--- config.mk ---
export PLATFORM = sky130hd
export DESIGN_NAME = fft_mag_wr
export DESIGN_NICKNAME = d
export VERILOG_FILES = /design/src/rtl/fft_mag_wr.sv
export SDC_FILE = /design/constraint.sdc
export NUM_CORES = 1
export LEC_CHECK = 0
export ABC_AREA = 1
export CORE_ASPECT_RATIO = 1.5
export CORE_MARGIN = 3
export CORE_UTILIZATION = 40
export CTS_BUF_LIST = sky130_fd_sc_hd__clkbuf_8
export DETAILED_ROUTE_END_ITERATION = 7
export SLEW_MARGIN = 20
export SYNTH_ARGS = -nofsm -noshare
export SYNTH_HDL_FRONTEND = slang
export SYNTH_SLANG_ARGS = --single-unit
--- constraint.sdc ---
create_clock -name clk -period 5.1 [get_ports clk]
set_input_delay 1.275 -clock clk [delete_from_list [all_inputs] [get_ports clk]]
set_output_delay 1.275 -clock clk [all_outputs]
set_load 0.02 [all_outputs]
--- src/rtl/fft_mag_wr.sv ---
// FFT output post-processing: alpha-max-beta-min magnitude, one frame of spectrum
// RAM writes, DC-excluded peak tracking and the end-of-run shutdown pulse.
module fft_mag_wr #(
    parameter int FFT_N  = 1024,
    parameter int ADDR_W = 10,
    parameter int DATA_W = 16,
    parameter int MAG_W  = 17
) (
    input  logic                     clk,
    input  logic                     rst_n,
    input  logic                     fft_valid,
    input  logic                     fft_out_valid,
    input  logic                     fft_out_last,
    input  logic signed [DATA_W-1:0] fft_re,
    input  logic signed [DATA_W-1:0] fft_im,
    output logic                     ram_we,
    output logic [ADDR_W-1:0]        ram_waddr,
    output logic [MAG_W-1:0]         ram_wdata,
    output logic                     fft_shutdown,
    output logic [ADDR_W-1:0]        peak_idx,
    output logic [MAG_W-1:0]         peak_mag,
    output logic                     frame_err,
    output logic                     busy
);

    // state   | meaning
    // IDLE    | waiting for a fresh fft_valid assertion (armed)
    // CAPTURE | accepting beats, bin counter advancing
    // FLUSH   | two cycles for the magnitude pipeline to drain
    // DONE    | one-cycle fft_shutdown pulse
    typedef enum logic [1:0] {IDLE, CAPTURE, FLUSH, DONE} state_t;

    localparam logic [ADDR_W-1:0] LAST_BIN = ADDR_W'(FFT_N - 1);
    localparam logic [ADDR_W-1:0] HALF_BIN = ADDR_W'(FFT_N / 2);

    state_t            state, state_nxt;
    logic [ADDR_W-1:0] bin_cnt, bin_cnt_nxt;
    logic              armed, armed_nxt;
    logic              flush_cnt, flush_cnt_nxt;
    logic              frame_err_nxt;
    logic              peak_clr;
    logic              beat;

    logic              s1_valid;
    logic [DATA_W-1:0] s1_abs_re, s1_abs_im;
    logic [ADDR_W-1:0] s1_idx;
    logic [DATA_W-1:0] abs_re, abs_im;
    logic [DATA_W-1:0] mag_max, mag_min;
    logic [MAG_W-1:0]  mag;
    logic              in_range;

    always_ff @(posedge clk or negedge rst_n) begin
        if (!rst_n) begin
            state     <= IDLE;
            bin_cnt   <= '0;
            armed     <= 1'b1;
            flush_cnt <= 1'b0;
            frame_err <= 1'b0;
        end else begin
            state     <= state_nxt;
            bin_cnt   <= bin_cnt_nxt;
            armed     <= armed_nxt;
            flush_cnt <= flush_cnt_nxt;
            frame_err <= frame_err_nxt;
        end
    end

    always_comb begin
        state_nxt     = state;
        bin_cnt_nxt   = bin_cnt;
        armed_nxt     = armed;
        flush_cnt_nxt = flush_cnt;
        frame_err_nxt = frame_err;
        peak_clr      = 1'b0;
        beat          = 1'b0;
        case (state)
            IDLE: begin
                bin_cnt_nxt = '0;
                if (!fft_valid) begin
                    armed_nxt = 1'b1;
                end else if (armed) begin
                    armed_nxt     = 1'b0;
                    frame_err_nxt = 1'b0;
                    peak_clr      = 1'b1;
                    state_nxt     = CAPTURE;
                end
            end
            CAPTURE: begin
                if (!fft_valid) begin
                    state_nxt   = IDLE;
                    bin_cnt_nxt = '0;
                end else if (fft_out_valid) begin
                    beat = 1'b1;
                    if (bin_cnt == LAST_BIN) begin
                        state_nxt     = FLUSH;
                        bin_cnt_nxt   = '0;
                        flush_cnt_nxt = 1'b0;
                        if (!fft_out_last) frame_err_nxt = 1'b1;
                    end else if (fft_out_last) begin
                        // short frame: restart from bin 0 and forget its peak
                        frame_err_nxt = 1'b1;
                        bin_cnt_nxt   = '0;
                        peak_clr      = 1'b1;
                    end else begin
                        bin_cnt_nxt = bin_cnt + ADDR_W'(1);
                    end
                end
            end
            FLUSH: begin
                if (flush_cnt) begin
                    flush_cnt_nxt = 1'b0;
                    state_nxt     = DONE;
                end else begin
                    flush_cnt_nxt = 1'b1;
                end
            end
            DONE: state_nxt = IDLE;
            default: state_nxt = IDLE;
        endcase
    end

    assign fft_shutdown = (state == DONE);
    assign busy         = (state != IDLE);

    // -(-2^(DATA_W-1)) wraps to 2^(DATA_W-1), which is exact as unsigned
    assign abs_re = fft_re[DATA_W-1] ? unsigned'(-fft_re) : unsigned'(fft_re);
    assign abs_im = fft_im[DATA_W-1] ? unsigned'(-fft_im) : unsigned'(fft_im);

    always_ff @(posedge clk or negedge rst_n) begin
        if (!rst_n) begin
            s1_valid  <= 1'b0;
            s1_abs_re <= '0;
            s1_abs_im <= '0;
            s1_idx    <= '0;
        end else begin
            s1_valid <= beat;
            if (beat) begin
                s1_abs_re <= abs_re;
                s1_abs_im <= abs_im;
                s1_idx    <= bin_cnt;
            end
        end
    end

    assign mag_max  = (s1_abs_re >= s1_abs_im) ? s1_abs_re : s1_abs_im;
    assign mag_min  = (s1_abs_re >= s1_abs_im) ? s1_abs_im : s1_abs_re;
    assign mag      = {1'b0, mag_max} + MAG_W'(mag_min >> 1);
    assign in_range = (s1_idx != '0) && (s1_idx < HALF_BIN);

    always_ff @(posedge clk or negedge rst_n) begin
        if (!rst_n) begin
            ram_we    <= 1'b0;
            ram_waddr <= '0;
            ram_wdata <= '0;
            peak_idx  <= '0;
            peak_mag  <= '0;
        end else begin
            ram_we <= s1_valid;
            if (s1_valid) begin
                ram_waddr <= s1_idx;
                ram_wdata <= mag;
            end
            if (peak_clr) begin
                peak_idx <= '0;
                peak_mag <= '0;
            end else if (s1_valid && in_range && (mag > peak_mag)) begin
                peak_idx <= s1_idx;
                peak_mag <= mag;
            end
        end
    end

endmodule

==> results by group <==
Status
  • Status: finished, final reports clean

Detailed routing
  • Detail Route Antenna Nets: 0
  • 1st-iter DRT viols: 304
  • DRC Markers: 0
  • Via-per-instance ratio: 4.95
  • Drt wl/cell: 14.2 µm
  • WL final: 18.2 mm
  • Drt pass-1 iters: 5
  • Via count: 6,340

Setup path
  • Worst path required time: 5.41 ns
  • RR Startpoint: s1_abs_im[8]
  • CP max stage delay: 0.39 ns
  • RR Endpoint: peak_mag[2]
  • R2r worst-path depth: 27
  • Top cell by count, worst path: nand2_1
  • Buf+Inv Stages, Crit Path: 4
  • Reg2reg setup slack: 0.38 ns
  • CP top delay family: simple AND/OR/NAND/NOR gates
  • CP max-delay cell: dfrtp_1
  • Critical Path End Type: flop
  • CP arrival: 5.03 ns
  • Setup CP Type: flop to flop
  • Crit path max fanout: 16
  • Worst setup SP type: flop

Global route
  • First-pass GRT wire length: 29.5 mm
  • Largest net degree at the start of global routing: 83
  • Global route overflow: 0
  • Initial antenna violation count: 0
  • Vias in the first global route: 6,120
  • Total track usage: 18.9%

Min path
  • Hold path start: s1_idx[6]
  • Path category of the worst min-delay check: flop to flop
  • WHS Endpoint: peak_idx[6]
  • Hold depth: 2

CTS
  • Clock sinks: 113
  • CTS Buf Count: 17
  • CTS Buffer Depth: 2
  • TritonCTS clock tree: done
  • H-tree levels: 4
  • CTS Hold Bufs: 0
  • CTS root buffer: clkbuf_8
  • Clk slew on worst S/H paths: 0.07 ns
  • Clk_lat worst skew: 0.44 ns

Final layout
  • Post-Layout Inst Area: 8860 µm²
  • Synth-to-layout area growth: 23.8%
  • Ant diodes: 0
  • Share of cells above drive strength 1: 7.78%
  • Nets: 1,143

Synthesis
  • Yosys Warn Count: 0
  • Mapped Area: 7160 µm²
  • Flops & latches, synth: 113
  • Synth top area cells: dfrtp_1, nand2_1, ha_1
  • Top-count cell post-synth: nand2_1
  • Post-synth top area share: 39.1%
  • Asr flop ratio synth: 100%
  • Synth Instances: 952
  • EDFF count, synth: 0
  • Syn Nets: 1,041
  • Seq/Total Area, Yosys: 39.5%
  • Avg Cell Area, Syn: 7.52 µm²
  • Top cell type by total area after synthesis: dfrtp_1
  • Post-synthesis cell type count: 45
  • Most frequent cells after synthesis: nand2_1, inv_1, dfrtp_1, o21ai_0, nor2_1
  • Synth Flop Type: dfrtp_1

Timing
  • Worst-Margin Slew: 0.870 ns
  • # setup viols final: 0
  • Max Clock Freq: 0.212 GHz
  • Clk_skew: 0.0156 ns
  • Total negative slack: 0 ns
  • Relative slew slack: 41.9%
  • Tcrit/Tclk final: 92.6%
  • Final hold slack: 0.468 ns
  • Final Slew Violations: 0
  • Period minus WS final: 4.72 ns
  • Fin. Hold Viols: 0

Floorplanning
  • Die span in y: 170 µm
  • Core area: 17,400 µm²
  • Row count: 59
  • Die width: 115 µm
  • Die ar.: 19,600 µm²
  • I/O pins: 95
  • Initial Util: 41.1%

Flow run
  • Max_cap viols: 0

Placement
  • HPWL Detailed: 13.9 mm
  • Area after DPL: 8300 µm²
  • Buffers added on ports: 94
  • Gpl congestion: 0.905
==> how the worst max path moves through the flow <==
| stage | from | endpoint | depth (start not counted) |
|---|---|---|---|
| 2_1_floorplan | s1_abs_im[15] | peak_idx[0] | 30 |
| 3_3_place_gp | s1_abs_im[15] | peak_mag[8] | 26 |
| 3_5_place_dp | s1_abs_im[15] | peak_mag[15] | 29 |
| 4_1_cts | s1_abs_im[15] | peak_mag[4] | 25 |
| 5_1_grt | s1_abs_im[8] | peak_mag[2] | 27 |
| 6_report | s1_abs_im[8] | peak_mag[2] | 27 |
==> state kept, by name, indices dropped and copies added, names as in the netlist, named ones only <==
name	flops
s1_idx	10
ram_waddr	10
bin_cnt	10
s1_abs_im	16
flush_cnt	1
s1_abs_re	16
frame_err	1
s1_valid	1
peak_mag	17
peak_idx	10
state	1
ram_wdata	17
ram_we	1
armed	1
==> timing repair <==
item                                    CTS  global route
pin swaps                                 2             3
gates resized for setup                   1            16
endpoints found under the setup margin   26            27
buffers inserted                          4             0
hold endpoints to repair                  0             0
cloned                                    1             2
==> metrics by stage <==
stage | setup WS (ns) | util (%) | std cells
global route | -0.0693 | 50.9 | 1280
floorplan | 0.795 | - | 952
global placement | -0.136 | 47.7 | 1241
finish | 0.379 | 50.9 | 1280
CTS | 0.0243 | 50.3 | 1278
detailed placement | -0.132 | 47.7 | 1241
==> layout by cell type (no fill, tap or decap), drive strengths merged, types with 3 or more instances in the layout <==
| cell | n |
|---|---|
| clkinvlp | 5 |
| dfrtp | 112 |
| nor3 | 12 |
| clkdlybuf4s50 | 93 |
| xnor2 | 7 |
| buf | 13 |
| a31oi | 6 |
| nand4 | 12 |
| ha | 51 |
| xor2 | 26 |
| nand3b | 3 |
| nand2 | 273 |
| clkbuf | 22 |
| o21ai | 114 |
| a21oi | 49 |
| o21a | 3 |
| nand3 | 38 |
| a21o | 3 |
| nor4 | 6 |
| inv | 122 |
| nor2 | 77 |
==> logic make-up (layout without fill, tap and decap cells) <==
family          Yosys count  in the layout  share of synthesized area (%)
buf+inv                 145            259                           8.14
compound gates          183            183                           14.1
fa+ha+maj                52             52                           9.19
simple gates            426            427                           25.0
flops                   113            113                           39.5
xor+xnor                 33             33                           4.04
==> worst reg2reg max path: cells and delay by family, from the launching register on <==
family / cells / cell delay [ns]
adders and majority gates: 3 / 0.89
buffers and inverters: 4 / 0.51
DFF: 1 / 0.39
AOI/OAI and AO/OA: 5 / 0.75
and+or+nand+nor: 15 / 2.07
==> per-layer routing <==
| metal | up-vias | GRT usage, % | share of wire [%] |
|---|---|---|---|
| met5 | - | 0 | 0 |
| met4 | 0 | 8.17 | 3.3 |
| met3 | 39 | 2.85 | 2.7 |
| met2 | 127 | 33.5 | 51 |
| met1 | 2880 | 22.5 | 43 |
| li1 | 3294 | - | - |
==> area by class of cell <==
cell class	instances	area [µm²]
Tap cell	213	267
Fill cell	1757	8560
Multi-Input combinational cell	695	3800
Timing Repair Buffer	108	1110
Sequential cell	113	2830
Inverter	119	449
Clock buffer	20	275
Clock inverter	12	133
Power is not shown: default switching activity piles up to over one toggle a cycle in this logic, so the estimate is an artifact.
